**config.mk**
```make
export PLATFORM = sky130hd
export DESIGN_NAME = cache_i_assoc
export DESIGN_NICKNAME = d
export VERILOG_FILES = /design/src/rtl/cache_i_assoc.sv
export SDC_FILE = /design/constraint.sdc
export NUM_CORES = 2
export LEC_CHECK = 0
export BUFFER_PORTS_ARGS = -buffer_cell sky130_fd_sc_hd__buf_4
export CAP_MARGIN = 20
export CORE_UTILIZATION = 33
export CTS_CLUSTER_DIAMETER = 150
export CTS_CLUSTER_SIZE = 8
export DETAILED_ROUTE_END_ITERATION = 6
export SLEW_MARGIN = 20
export SYNTH_ARGS = -nofsm -noshare
export SYNTH_HDL_FRONTEND = slang
export SYNTH_SLANG_ARGS = --single-unit
```
**constraint.sdc**
```tcl
create_clock -name clk -period 15.4 [get_ports clk]
set_input_delay 3.08 -clock clk [delete_from_list [all_inputs] [get_ports clk]]
set_output_delay 3.08 -clock clk [all_outputs]
set_load 0.02 [all_outputs]
```
**src/rtl/cache_i_assoc.sv**
```systemverilog
// Set-associative read-only instruction cache with per-set round-robin
// replacement and a single-cycle whole-cache invalidate.
module cache_i_assoc #(
  parameter int ADDR_W = 30,
  parameter int DATA_W = 32,
  parameter int WORDS  = 4,
  parameter int SETS   = 8,
  parameter int WAYS   = 2
) (
  input  logic                      clk,
  input  logic                      proc_reset,
  output logic                      proc_stall,
  input  logic [ADDR_W-1:0]         proc_addr,
  input  logic                      proc_read,
  output logic [DATA_W-1:0]         proc_rdata,
  input  logic                      proc_write,
  input  logic [DATA_W-1:0]         proc_wdata,
  input  logic                      cache_flush,
  output logic [ADDR_W-$clog2(WORDS)-1:0] mem_addr,
  output logic                      mem_read,
  input  logic [DATA_W*WORDS-1:0]   mem_rdata,
  output logic                      mem_write,
  output logic [DATA_W*WORDS-1:0]   mem_wdata,
  input  logic                      mem_ready
);

  localparam int OFF   = $clog2(WORDS);
  localparam int IDX   = $clog2(SETS);
  localparam int TAG   = ADDR_W - IDX - OFF;
  localparam int LINE  = DATA_W * WORDS;
  localparam int LA_W  = ADDR_W - OFF;
  localparam int WAY_W = (WAYS > 1) ? $clog2(WAYS) : 1;

  typedef enum logic {IDLE, REFILL} state_t;

  state_t            state_q;
  logic [LA_W-1:0]   mem_addr_q;
  logic              mem_read_q;
  logic              flush_pend_q;
  logic [WAYS-1:0]   valid_q [SETS];
  logic [WAY_W-1:0]  rr_q    [SETS];
  logic [TAG-1:0]    tag_q   [SETS][WAYS];
  logic [LINE-1:0]   line_q  [SETS][WAYS];

  // Processor-side address fields
  logic [OFF-1:0] p_off;
  logic [IDX-1:0] p_idx;
  logic [TAG-1:0] p_tag;
  assign p_off = proc_addr[OFF-1:0];
  assign p_idx = proc_addr[OFF +: IDX];
  assign p_tag = proc_addr[ADDR_W-1 -: TAG];

  // Refill target fields come from the latched line address, not proc_addr
  logic [IDX-1:0] r_idx;
  logic [TAG-1:0] r_tag;
  assign r_idx = mem_addr_q[IDX-1:0];
  assign r_tag = mem_addr_q[LA_W-1 -: TAG];

  logic              lk_hit;
  logic [LINE-1:0]   lk_line;
  logic [DATA_W-1:0] lk_word;
  logic [WAY_W-1:0]  victim;
  logic              all_valid;
  logic              idle_hit;
  logic              idle_miss;

  // Tag compare across all ways of the indexed set, then word select
  always_comb begin
    lk_hit  = 1'b0;
    lk_line = '0;
    lk_word = '0;
    for (int w = 0; w < WAYS; w++) begin
      if (valid_q[p_idx][w] && (tag_q[p_idx][w] == p_tag)) begin
        lk_hit  = 1'b1;
        lk_line = line_q[p_idx][w];
      end
    end
    for (int i = 0; i < WORDS; i++) begin
      if (p_off == OFF'(i)) lk_word = lk_line[DATA_W*i +: DATA_W];
    end
  end

  // Victim: lowest-numbered invalid way, else the set's round-robin pointer
  always_comb begin
    victim    = rr_q[r_idx];
    all_valid = 1'b1;
    for (int w = WAYS - 1; w >= 0; w--) begin
      if (!valid_q[r_idx][w]) begin
        victim    = WAY_W'(w);
        all_valid = 1'b0;
      end
    end
  end

  assign idle_hit  = (state_q == IDLE) && proc_read && lk_hit;
  assign idle_miss = (state_q == IDLE) && proc_read && !lk_hit;

  assign proc_stall = proc_reset ? 1'b0 : ((state_q == REFILL) || idle_miss);
  assign proc_rdata = idle_hit ? lk_word : '0;
  assign mem_addr   = mem_addr_q;
  assign mem_read   = mem_read_q;
  assign mem_write  = 1'b0;
  assign mem_wdata  = '0;

  // Writes are not supported; these inputs are deliberately consumed here
  logic unused_write;
  assign unused_write = ^{proc_write, proc_wdata};

  // Control FSM, valid bits and round-robin pointers
  always_ff @(posedge clk or posedge proc_reset) begin
    if (proc_reset) begin
      state_q      <= IDLE;
      mem_addr_q   <= '0;
      mem_read_q   <= 1'b0;
      flush_pend_q <= 1'b0;
      for (int s = 0; s < SETS; s++) begin
        valid_q[s] <= '0;
        rr_q[s]    <= '0;
      end
    end else begin
      case (state_q)
        IDLE: begin
          if (cache_flush) begin
            for (int s = 0; s < SETS; s++) valid_q[s] <= '0;
          end
          if (idle_miss) begin
            mem_addr_q <= {p_tag, p_idx};
            mem_read_q <= 1'b1;
            state_q    <= REFILL;
          end
        end
        REFILL: begin
          if (cache_flush) flush_pend_q <= 1'b1;
          if (mem_ready) begin
            valid_q[r_idx][victim] <= 1'b1;
            if (all_valid && (WAYS > 1)) rr_q[r_idx] <= rr_q[r_idx] + 1'b1;
            // A flush seen during the refill wipes everything, new line included
            if (flush_pend_q || cache_flush) begin
              for (int s = 0; s < SETS; s++) valid_q[s] <= '0;
            end
            flush_pend_q <= 1'b0;
            mem_read_q   <= 1'b0;
            state_q      <= IDLE;
          end
        end
        default: state_q <= IDLE;
      endcase
    end
  end

  // Tag and line storage; validity is governed by valid_q alone
  always_ff @(posedge clk) begin
    if ((state_q == REFILL) && mem_ready) begin
      tag_q[r_idx][victim]  <= r_tag;
      line_q[r_idx][victim] <= mem_rdata;
    end
  end

endmodule

```
==> results.sh <==
export IMPL_drive_above_1_share_pct=29.60
export IMPL_synth_cell_types=61
export IMPL_core_area_mm2=0.2941
export IMPL_port_buffer_count=224
export IMPL_synth_edff_count=2448
export IMPL_tns_ns=0
export IMPL_p_int_mw=12.17
export IMPL_hold_buffers=0
export IMPL_setup_viol=0
export IMPL_critical_path_class="in2out"
export IMPL_routed_wl_mm=239.5
export IMPL_power_net_switching_mw=3.253
export IMPL_p_per_area_mw_per_mm2=136.3
export IMPL_period_needed_ns=12.01
export IMPL_clock_sinks=2503
export IMPL_grt_pass1_vias=47620
export IMPL_cp_start_kind="input port"
export IMPL_antenna_found_initial=75
export IMPL_synth_avg_cell_area_um2=22.67
export IMPL_switching_share_pct=21.09
export IMPL_viasPerCell=5.190
export IMPL_final_setup_skew_ns=0.05649
export IMPL_slew_headroom_pct=23.58
export IMPL_pwr_share_seq_pct=50.6
export IMPL_grt_max_degree=112
export IMPL_crit_top_cell="buf_4"
export IMPL_power_frac_clock_pct=44.1
export IMPL_post_route_util_pct=38.47
export IMPL_crit_slowest_cell="a21boi_0"
export IMPL_cts_root_buf="clkbuf_16"
export IMPL_die_x_um=546.0
export IMPL_fmax_ghz=0.08324
export IMPL_cpPeakStageDelay_ns=0.89
export IMPL_p_leak_nw=36.38
export IMPL_critPathBufInv=5
export IMPL_nFillCells=26020
export IMPL_crit_chain="buf_8 > buf_4 > nor2b_1 > a22oi_1 > a21oi_1 > o22ai_1 > nor4_1 > nand4_1 > buf_4 > a211oi_4 > buf_4 > a21boi_0 > a221o_1 > buf_4"
export IMPL_tritoncts="yes"
export IMPL_hold_ws_ns=0.4977
export IMPL_syn_area_mm2=0.09764
export IMPL_hold_viol_final=0
export IMPL_dieArea_mm2=0.2981
export IMPL_synth_top_flop_cell="edfxtp_1"
export IMPL_yosys_warnings=0
export IMPL_seq_area_frac_synth_pct=76.70
export IMPL_ys_async_sr_fraction_pct=2.197
export IMPL_ant_nets=0
export IMPL_violations="DRC"
export IMPL_start_util_pct=33.20
export IMPL_cp_top_family="buffers and inverters"
export IMPL_cts_buffer_depth=4
export IMPL_fin_crit_sh_pct=78.01
export IMPL_gp_congestion=0.7360
export IMPL_die_h_um=546.0
export IMPL_reg2reg_slack_ns=9.44
export IMPL_drc=82
export IMPL_grt_ovfl_total=0
export IMPL_setup_ws_ns=3.386
export IMPL_critPathMaxFanout=80
export IMPL_hpwl_mm=125.7
export IMPL_grt_setup_unrepaired="no"
export IMPL_endpoint_kind="output port"
export IMPL_wl_per_cell_um=27.31
export IMPL_post_place_ws_ns=3.309
export IMPL_required_ns=12.32
export IMPL_cts_htree_levels=5
export IMPL_cts_buffers=354
export IMPL_num_vias=45520
export IMPL_grt_pass1_wl_mm=344.4
export IMPL_hp_class="reg2reg"
export IMPL_worst_pin_slew_ns=1.144
export IMPL_pwr_share_comb_pct=5.3
export IMPL_ys_seq_elements=2503
export IMPL_io_pins=387
export IMPL_synthCells=4307
export IMPL_cap_violations=0
export IMPL_clk_latency_ns=0.84
export IMPL_cts_resized_gates=0
export IMPL_fin_nets=4951
export IMPL_drt_iter0_markers=3872
export IMPL_clk_pin_slew_ns=0.05
export IMPL_drt_pass1_iterations=7
export IMPL_row_count=199
export IMPL_status="finished with violations"
export IMPL_maxSlewViolCount=0
export IMPL_grt_usage_pct=15.89
export IMPL_p_total_mw=15.42
export IMPL_post_cts_setup_buffer_count=0
export IMPL_cp_arrival_ns=8.93
export IMPL_syn_to_final_growth_pct=15.86
export IMPL_peakVddDrop_mv=0.09240
## layout make-up
cell class                 count  area (um^2)  area share, %
clock buffer                 423         9266          8.191
antenna                       17        42.54        0.03761
clock inverter                12        157.7         0.1394
tap                         3919         4903          4.335
sequential                  2503        74890          66.20
multi-input combinational   1576        21240          18.78
timing repair buffer         310         2585          2.285
inverter                      10        40.04        0.03539
## layer usage
metal	wire (um)	up-vias	GRT usage, %
li1	-	18770	-
met1	97330	24640	20.71
met2	116000	1595	25.71
met3	19270	442	4.379
met4	6480	72	5.103
met5	453	-	0
## stage by stage
| step | cells | cell area (um^2) |
|---|---|---|
| after global placement | 8317 | 103600 |
| after CTS | 8753 | 113100 |
| after global routing | 8763 | 113100 |
| after floorplan | 4435 | 98120 |
| final | 8770 | 113100 |
| after detailed placement | 8318 | 103600 |
## worst register-to-register path: cells and delay by family (launching register included)
family | cells | cell delay, ns
buffers and inverters | 2 | 1.83
AOI/OAI and AO/OA | 1 | 0.14
and+or+nand+nor | 6 | 2.90
DFF | 1 | 0.62
## flip-flops by register name, summed over array words and instances (netlist names)
register      flops
mem_addr         28
valid_q          16
rr_q              8
mem_read          1
state_q           1
tag_q           400
flush_pend_q      1
line_q         2048
## cells in the final DEF, fill, tap and decap left out, types with 19 or more instances in the layout
| cell type | Yosys | final |
|---|---|---|
| buf_12 | 0 | 19 |
| conb_1 | 1 | 129 |
| mux4_2 | 643 | 643 |
| mux2_2 | 71 | 71 |
| mux2i_1 | 184 | 184 |
| nor2b_1 | 19 | 19 |
| dfrtp_1 | 55 | 55 |
| nand2_1 | 80 | 80 |
| o21ai_0 | 42 | 42 |
| clkbuf_1 | 80 | 62 |
| edfxtp_1 | 2448 | 2448 |
| nand3_1 | 24 | 24 |
| a22o_1 | 47 | 47 |
| nand4_1 | 21 | 21 |
| a22oi_1 | 30 | 30 |
| clkbuf_16 | 0 | 361 |
| nor2_1 | 43 | 27 |
| buf_4 | 155 | 287 |
## power by group through the flow
stage / sequential (mW) / clock, mW / combinational [mW]
6_report: 7.81 / 6.80 / 0.816
5_1_grt: 7.82 / 7.19 / 0.873
4_1_cts: 7.81 / 6.93 / 0.832
3_5_place_dp: 7.94 / 0 / 0.829
3_3_place_gp: 7.92 / 0 / 0.819
2_1_floorplan: 7.95 / 0 / 0.504
## path summary, 6_finish.rpt
path	startpoint	cells past startpoint	endpoint
setup / recovery	proc_addr[3]	14	proc_rdata[24]
hold / removal	mem_read	2	mem_read
max in group asynchronous	proc_reset	3	mem_addr[15]
hold reg to reg	mem_read	2	mem_read
min in group asynchronous	proc_reset	3	mem_addr[1]
setup reg to reg	mem_addr[1]	9	line_q[6][29]
## cells by family after synthesis
logic type | after synthesis | share of synthesized area, %
xor+xnor | 21 | 0.1884
flops | 2503 | 76.70
simple gates | 302 | 1.685
buf+inv | 356 | 2.208
mux | 898 | 17.54
compound gates | 226 | 1.683
other cells | 1 | 0.003841
## Yosys cell counts, drive strengths merged, types with 12 or more instances
| master | instances | area, um^2 |
|---|---|---|
| clkbuf | 81 | 305.3 |
| a22oi | 30 | 225.2 |
| nand2b | 15 | 93.84 |
| xor2 | 12 | 105.1 |
| a211oi | 13 | 107.6 |
| mux2i | 184 | 1842 |
| mux2 | 71 | 799.5 |
| and3b | 14 | 122.6 |
| nor2b | 19 | 118.9 |
| nand4 | 23 | 165.2 |
| a21oi | 18 | 90.09 |
| nand2 | 80 | 300.3 |
| a22o | 47 | 411.6 |
| nor2 | 44 | 167.7 |
| dfrtp | 55 | 1376 |
| o22ai | 17 | 106.4 |
| mux4 | 643 | 14480 |
| nand3 | 24 | 120.1 |
| or3 | 18 | 112.6 |
| edfxtp | 2448 | 73510 |
| buf | 265 | 1813 |
| a21boi | 29 | 217.7 |
| o21ai | 42 | 210.2 |
| and3 | 13 | 81.33 |
| nand3b | 13 | 97.59 |
Power figures use the tool's default switching activity.
